--- config.mk ---
export PLATFORM = sky130hd
export DESIGN_NAME = key_cmd_decoder
export DESIGN_NICKNAME = d
export VERILOG_FILES = /design/src/rtl/key_cmd_decoder.sv
export SDC_FILE = /design/constraint.sdc
export NUM_CORES = 1
export LEC_CHECK = 0
export ABC_AREA = 1
export BUFFER_PORTS_ARGS = -buffer_cell sky130_fd_sc_hd__buf_2
export CORE_MARGIN = 2
export CORE_UTILIZATION = 37
export CTS_CLUSTER_SIZE = 28
export DETAILED_ROUTE_END_ITERATION = 10
export HOLD_SLACK_MARGIN = 0.1
export SYNTH_ARGS = -nofsm -noshare
export SYNTH_HDL_FRONTEND = slang
export SYNTH_SLANG_ARGS = --single-unit
--- constraint.sdc ---
create_clock -name Clk -period 1.8 [get_ports Clk]
set_clock_uncertainty 0.1 [all_clocks]
set_input_delay 0.18 -clock Clk [delete_from_list [all_inputs] [get_ports Clk]]
set_output_delay 0.18 -clock Clk [all_outputs]
set_load 0.01 [all_outputs]
--- src/rtl/key_cmd_decoder.sv ---
// key_cmd_decoder: debounces WASD HID keycodes on frame ticks, emits
// direction, held flag, one-cycle move pulses and a press counter.
// Ports: Clk, Reset (sync, active-high), keycode[7:0], frame_clk (VGA vs)
//   -> dir[1:0], dir_valid, move_pulse, press_count[7:0].
// Define KEY_AUTOREPEAT_EN to add the REPEAT state and auto-repeat pulses.
module key_cmd_decoder #(
  parameter int DEBOUNCE_FRAMES = 2,
  parameter int REPEAT_DELAY    = 15,
  parameter int REPEAT_RATE     = 4
) (
  input  logic       Clk,
  input  logic       Reset,
  input  logic [7:0] keycode,
  input  logic       frame_clk,
  output logic [1:0] dir,
  output logic       dir_valid,
  output logic       move_pulse,
  output logic [7:0] press_count
);

  localparam logic [3:0] DB_N = DEBOUNCE_FRAMES[3:0];
`ifdef KEY_AUTOREPEAT_EN
  localparam logic [5:0] RD_N = REPEAT_DELAY[5:0];
  localparam logic [5:0] RR_N = REPEAT_RATE[5:0];
`endif

`ifdef KEY_AUTOREPEAT_EN
  typedef enum logic [1:0] {
    IDLE, DEBOUNCE, HELD, REPEAT
  } state_t;
`else
  typedef enum logic [1:0] {
    IDLE, DEBOUNCE, HELD
  } state_t;
`endif

  state_t      state;
  logic [7:0]  kc_q;
  logic        fc_q;
  logic [7:0]  cand;
  logic [3:0]  dcnt;
`ifdef KEY_AUTOREPEAT_EN
  logic [5:0]  rcnt;
`endif
  logic        tick;
  logic        go_held;

  function automatic logic key_ok(input logic [7:0] k);
    case (k)
      8'h1A, 8'h04, 8'h16, 8'h07: key_ok = 1'b1;
      default:                    key_ok = 1'b0;
    endcase
  endfunction

  function automatic logic [1:0] key_dir(input logic [7:0] k);
    case (k)
      8'h1A:   key_dir = 2'b00;
      8'h04:   key_dir = 2'b01;
      8'h16:   key_dir = 2'b10;
      8'h07:   key_dir = 2'b11;
      default: key_dir = 2'b00;
    endcase
  endfunction

  assign tick = frame_clk & ~fc_q;

  // Acceptance: either straight from IDLE (single-frame debounce)
  // or when the debounce count reaches its target.
  // In both cases kc_q is the key being accepted.
  always_comb begin
    go_held = 1'b0;
    if (tick) begin
      if (state == IDLE)
        go_held = key_ok(kc_q) && (DB_N == 4'd1);
      else if (state == DEBOUNCE)
        go_held = (kc_q == cand) && (dcnt + 4'd1 == DB_N);
    end
  end

  always_ff @(posedge Clk) begin
    if (Reset) begin
      state       <= IDLE;
      kc_q        <= 8'h00;
      fc_q        <= 1'b0;
      cand        <= 8'h00;
      dcnt        <= 4'd0;
`ifdef KEY_AUTOREPEAT_EN
      rcnt        <= 6'd0;
`endif
      dir         <= 2'b00;
      dir_valid   <= 1'b0;
      move_pulse  <= 1'b0;
      press_count <= 8'h00;
    end else begin
      kc_q       <= keycode;
      fc_q       <= frame_clk;
      move_pulse <= 1'b0;
      if (tick) begin
        unique case (state)
          IDLE: begin
            if (key_ok(kc_q)) begin
              cand  <= kc_q;
              dcnt  <= 4'd1;
              state <= DEBOUNCE;
            end
          end
          DEBOUNCE: begin
            if (kc_q != cand)
              state <= IDLE;
            else
              dcnt <= dcnt + 4'd1;
          end
          HELD: begin
            if (kc_q != cand) begin
              state     <= IDLE;
              dir_valid <= 1'b0;
            end
`ifdef KEY_AUTOREPEAT_EN
            else if (rcnt + 6'd1 == RD_N) begin
              move_pulse <= 1'b1;
              rcnt       <= 6'd0;
              state      <= REPEAT;
            end else begin
              rcnt <= rcnt + 6'd1;
            end
`endif
          end
`ifdef KEY_AUTOREPEAT_EN
          REPEAT: begin
            if (kc_q != cand) begin
              state     <= IDLE;
              dir_valid <= 1'b0;
            end else if (rcnt + 6'd1 == RR_N) begin
              move_pulse <= 1'b1;
              rcnt       <= 6'd0;
            end else begin
              rcnt <= rcnt + 6'd1;
            end
          end
`endif
          default: state <= IDLE;
        endcase
        // Entry into HELD overrides the DEBOUNCE/IDLE next-state above.
        if (go_held) begin
          state       <= HELD;
          dir         <= key_dir(kc_q);
          dir_valid   <= 1'b1;
          move_pulse  <= 1'b1;
          press_count <= press_count + 8'd1;
`ifdef KEY_AUTOREPEAT_EN
          rcnt        <= 6'd0;
`endif
        end
      end
    end
  end

endmodule

==> results.json <==
{
  "outcome": "finished, final reports clean",
  "synth_common_cells": "nand2_1, inv_1, dfxtp_1, nor2_1, a21oi_1",
  "whs_endpoint": "press_count[4]",
  "synth_edf_count": 0,
  "netlist_area_um2": 1770,
  "synth-seq-cells": 35,
  "hold_path.class": "in -> reg",
  "power_leakage_nw": 1.07,
  "diodes": 0,
  "power.density_nw_per_um2": 727,
  "synth_cell_type_count": 28,
  "start_kind": "flip-flop",
  "grt_overflow": 0,
  "crit_path_end_kind": "flip-flop",
  "drt_drc_violations_left": 0,
  "layout-drive-gt1-share_pct": 23.8,
  "report.final.slew_viol_count": 0,
  "syn_to_final_growth_pct": 27.6,
  "path_max_fanout": 8,
  "core.rowCount": 25,
  "grt_max_degree": 19,
  "dp_hpwl_um": 2560,
  "synthAdderAreaFrac_pct": 4.24,
  "synth_mux_area_share_pct": 0,
  "dieHeight_um": 73.2,
  "synth_top_area_share_pct": 39.5,
  "die_x_um": 73.2,
  "yosys.area.top_type": "dfxtp_1",
  "final_area_um2": 2260,
  "vias": 1587,
  "ios": 23,
  "clk_latency_ps": 290,
  "wl_per_cell_um": 10.1,
  "drt-pass1-iter-count": 6,
  "hold_viol": 0,
  "synth_nets": 278,
  "drt_iter0_drc": 65,
  "max_freq_ghz": 0.585,
  "grt_pass1_wl_um": 6330,
  "cp-startpoint": "state[0]",
  "rsz0062_at_grt": "yes",
  "synth_xor_area_share_pct": 0.989,
  "min-delay-start": "Reset",
  "initial_utilization_pct": 38.0,
  "maxCapViolCount": 0,
  "routabilityCongestion": 0.785,
  "setup_viol": 0,
  "synth-compound-area-share_pct": 8.76,
  "cts_max_level": 2,
  "viasPerCell": 4.45,
  "reg2reg_depth": 10,
  "synth_top_family_by_area": "simple AND/OR/NAND/NOR gates",
  "critical_path_class": "reg -> reg",
  "core_area_um2": 4660,
  "placedInstanceArea_um2": 1960,
  "cts_made_buffers": 5,
  "yosysWarningCount": 0,
  "ir_drop_mv": 0.445,
  "tritoncts": "done",
  "synth_seq_area_share_pct": 39.5,
  "syn-instance-count": 261,
  "slew_headroom_pct": 62.1,
  "worstReg2RegStart": "state[0]",
  "synthTopCellsByArea": "dfxtp_1, nand2_1, inv_1, nor2_1, ha_1",
  "post-route-util_pct": 48.5,
  "grt_antenna_before_repair": 0,
  "grt_pass1_vias": 1477,
  "cts_root_buf": "clkbuf_8",
  "fin_hold_ws_ps": 216,
  "avgSynthCellArea_um2": 6.79,
  "finalCriticalPeriod_ps": 1710,
  "grtUsageTotal_pct": 15.2,
  "total_power_mw": 1.64,
  "die_area_um2": 5360,
  "synth_simple_gate_area_share_pct": 34.1,
  "synthArstFlopShare_pct": 0,
  "totalWireLength_um": 3610,
  "tightest_slew_ps": 568,
  "cts.sink_count": 35,
  "synth-main-ff-cell": "dfxtp_1",
  "r2r-end": "press_count[7]",
  "yosysMostFrequentCell": "nand2_1",
  "arrival_ps": 1800,
  "clock_path_buffers": 2,
  "clk_pin_slew_ps": 80,
  "period_share_pct": 94.9,
  "io_buffers": 22,
  "reg2reg_slack_ps": 90,
  "hold_path_depth": 3,
  "antenna_left": 0,
  "cp.required_ps": 1890,
  "finalNetCount": 319
}
## layout by cell type, fill, tap and decap left out, drive strengths merged
cell | synthesis | final
clkinv | 2 | 3
ha | 6 | 6
nor3b | 1 | 1
buf | 2 | 29
clkbuf | 2 | 5
inv | 50 | 51
nor2 | 42 | 42
bufinv | 0 | 1
xnor2 | 1 | 1
xor2 | 1 | 1
nand3b | 1 | 1
nand4 | 3 | 3
nand3 | 14 | 14
dfxtp | 35 | 35
o21ai | 14 | 14
nand2 | 68 | 68
o211a | 1 | 1
nor3 | 4 | 4
a21oi | 13 | 13
dlygate4sd3 | 0 | 9
a31oi | 1 | 1
## how the worst max path moves through the flow
stage | endpoint | slack (ps)
after global routing | press_count[7] | -30
after detailed placement | press_count[6] | 7
after CTS | press_count[6] | 20
after floorplan | press_count[6] | 140
after global placement | press_count[6] | 90
final | press_count[7] | 90
## flip-flops by register name, indices dropped and copies added (netlist names)
signal,count
cand,8
kc_q,8
press_count,8
dcnt,4
dir,2
state,2
dir_valid,1
fc_q,1
move_pulse,1
## power by group
part	switching [mW]	internal [mW]
Sequential	0.0136	0.788
Clock	0.292	0.412
Combinational	0.0809	0.0582
Total	0.387	1.26
## area by class of cell
class                   instances  area, um^2
fillers                       461        2400
multi-input cells             170         912
flip-flops and latches         35         712
repair buffers                 38         259
inverters                      52         198
clock buffers                   5        68.8
well taps                      54        67.6
clock inverters                 3        43.8
## metrics by stage
step / setup TNS [ps] / worst slack (ps) / cells
5_1_grt: -25.2 / -25.2 / 357
3_5_place_dp: 0 / 6.79 / 337
2_1_floorplan: 0 / 143 / 261
4_1_cts: 0 / 15.4 / 356
6_report: 0 / 91.2 / 357
3_3_place_gp: 0 / 93.5 / 337
## critical path, cell delays in order, from the launching register on
cell	delay, ps
dfxtp_2	350
inv_1	60
ha_2	210
nor2_4	100
nand3_2	90
nor2_4	150
nand3_4	170
nor2_4	180
nand4_1	90
nand2_1	70
nor2_1	50
## layer usage
layer | track usage (%) | share of wire [%] | up-vias | routed length [um]
met5 | 0 | 0 | - | 0
met4 | 4.32 | 1.3 | 0 | 46
met3 | 4.83 | 3.0 | 6 | 107
met2 | 24.2 | 46 | 16 | 1670
met1 | 19.7 | 49 | 690 | 1790
li1 | - | - | 875 | -
## cells by family after synthesis
logic type,Yosys count
simple gates,133
compound gates,29
xor+xnor,2
buf+inv,56
flops,35
fa+ha+maj,6
## repair_timing
item                                    CTS  global route
gates resized for setup                   0            31
endpoints found under the setup margin    1            19
hold endpoints to repair                  9             0
pin swaps                                 0             9
hold buffers                              9             0
gates cloned                              0             0
setup buffers                             2             2
Power figures use the tool's default switching activity.
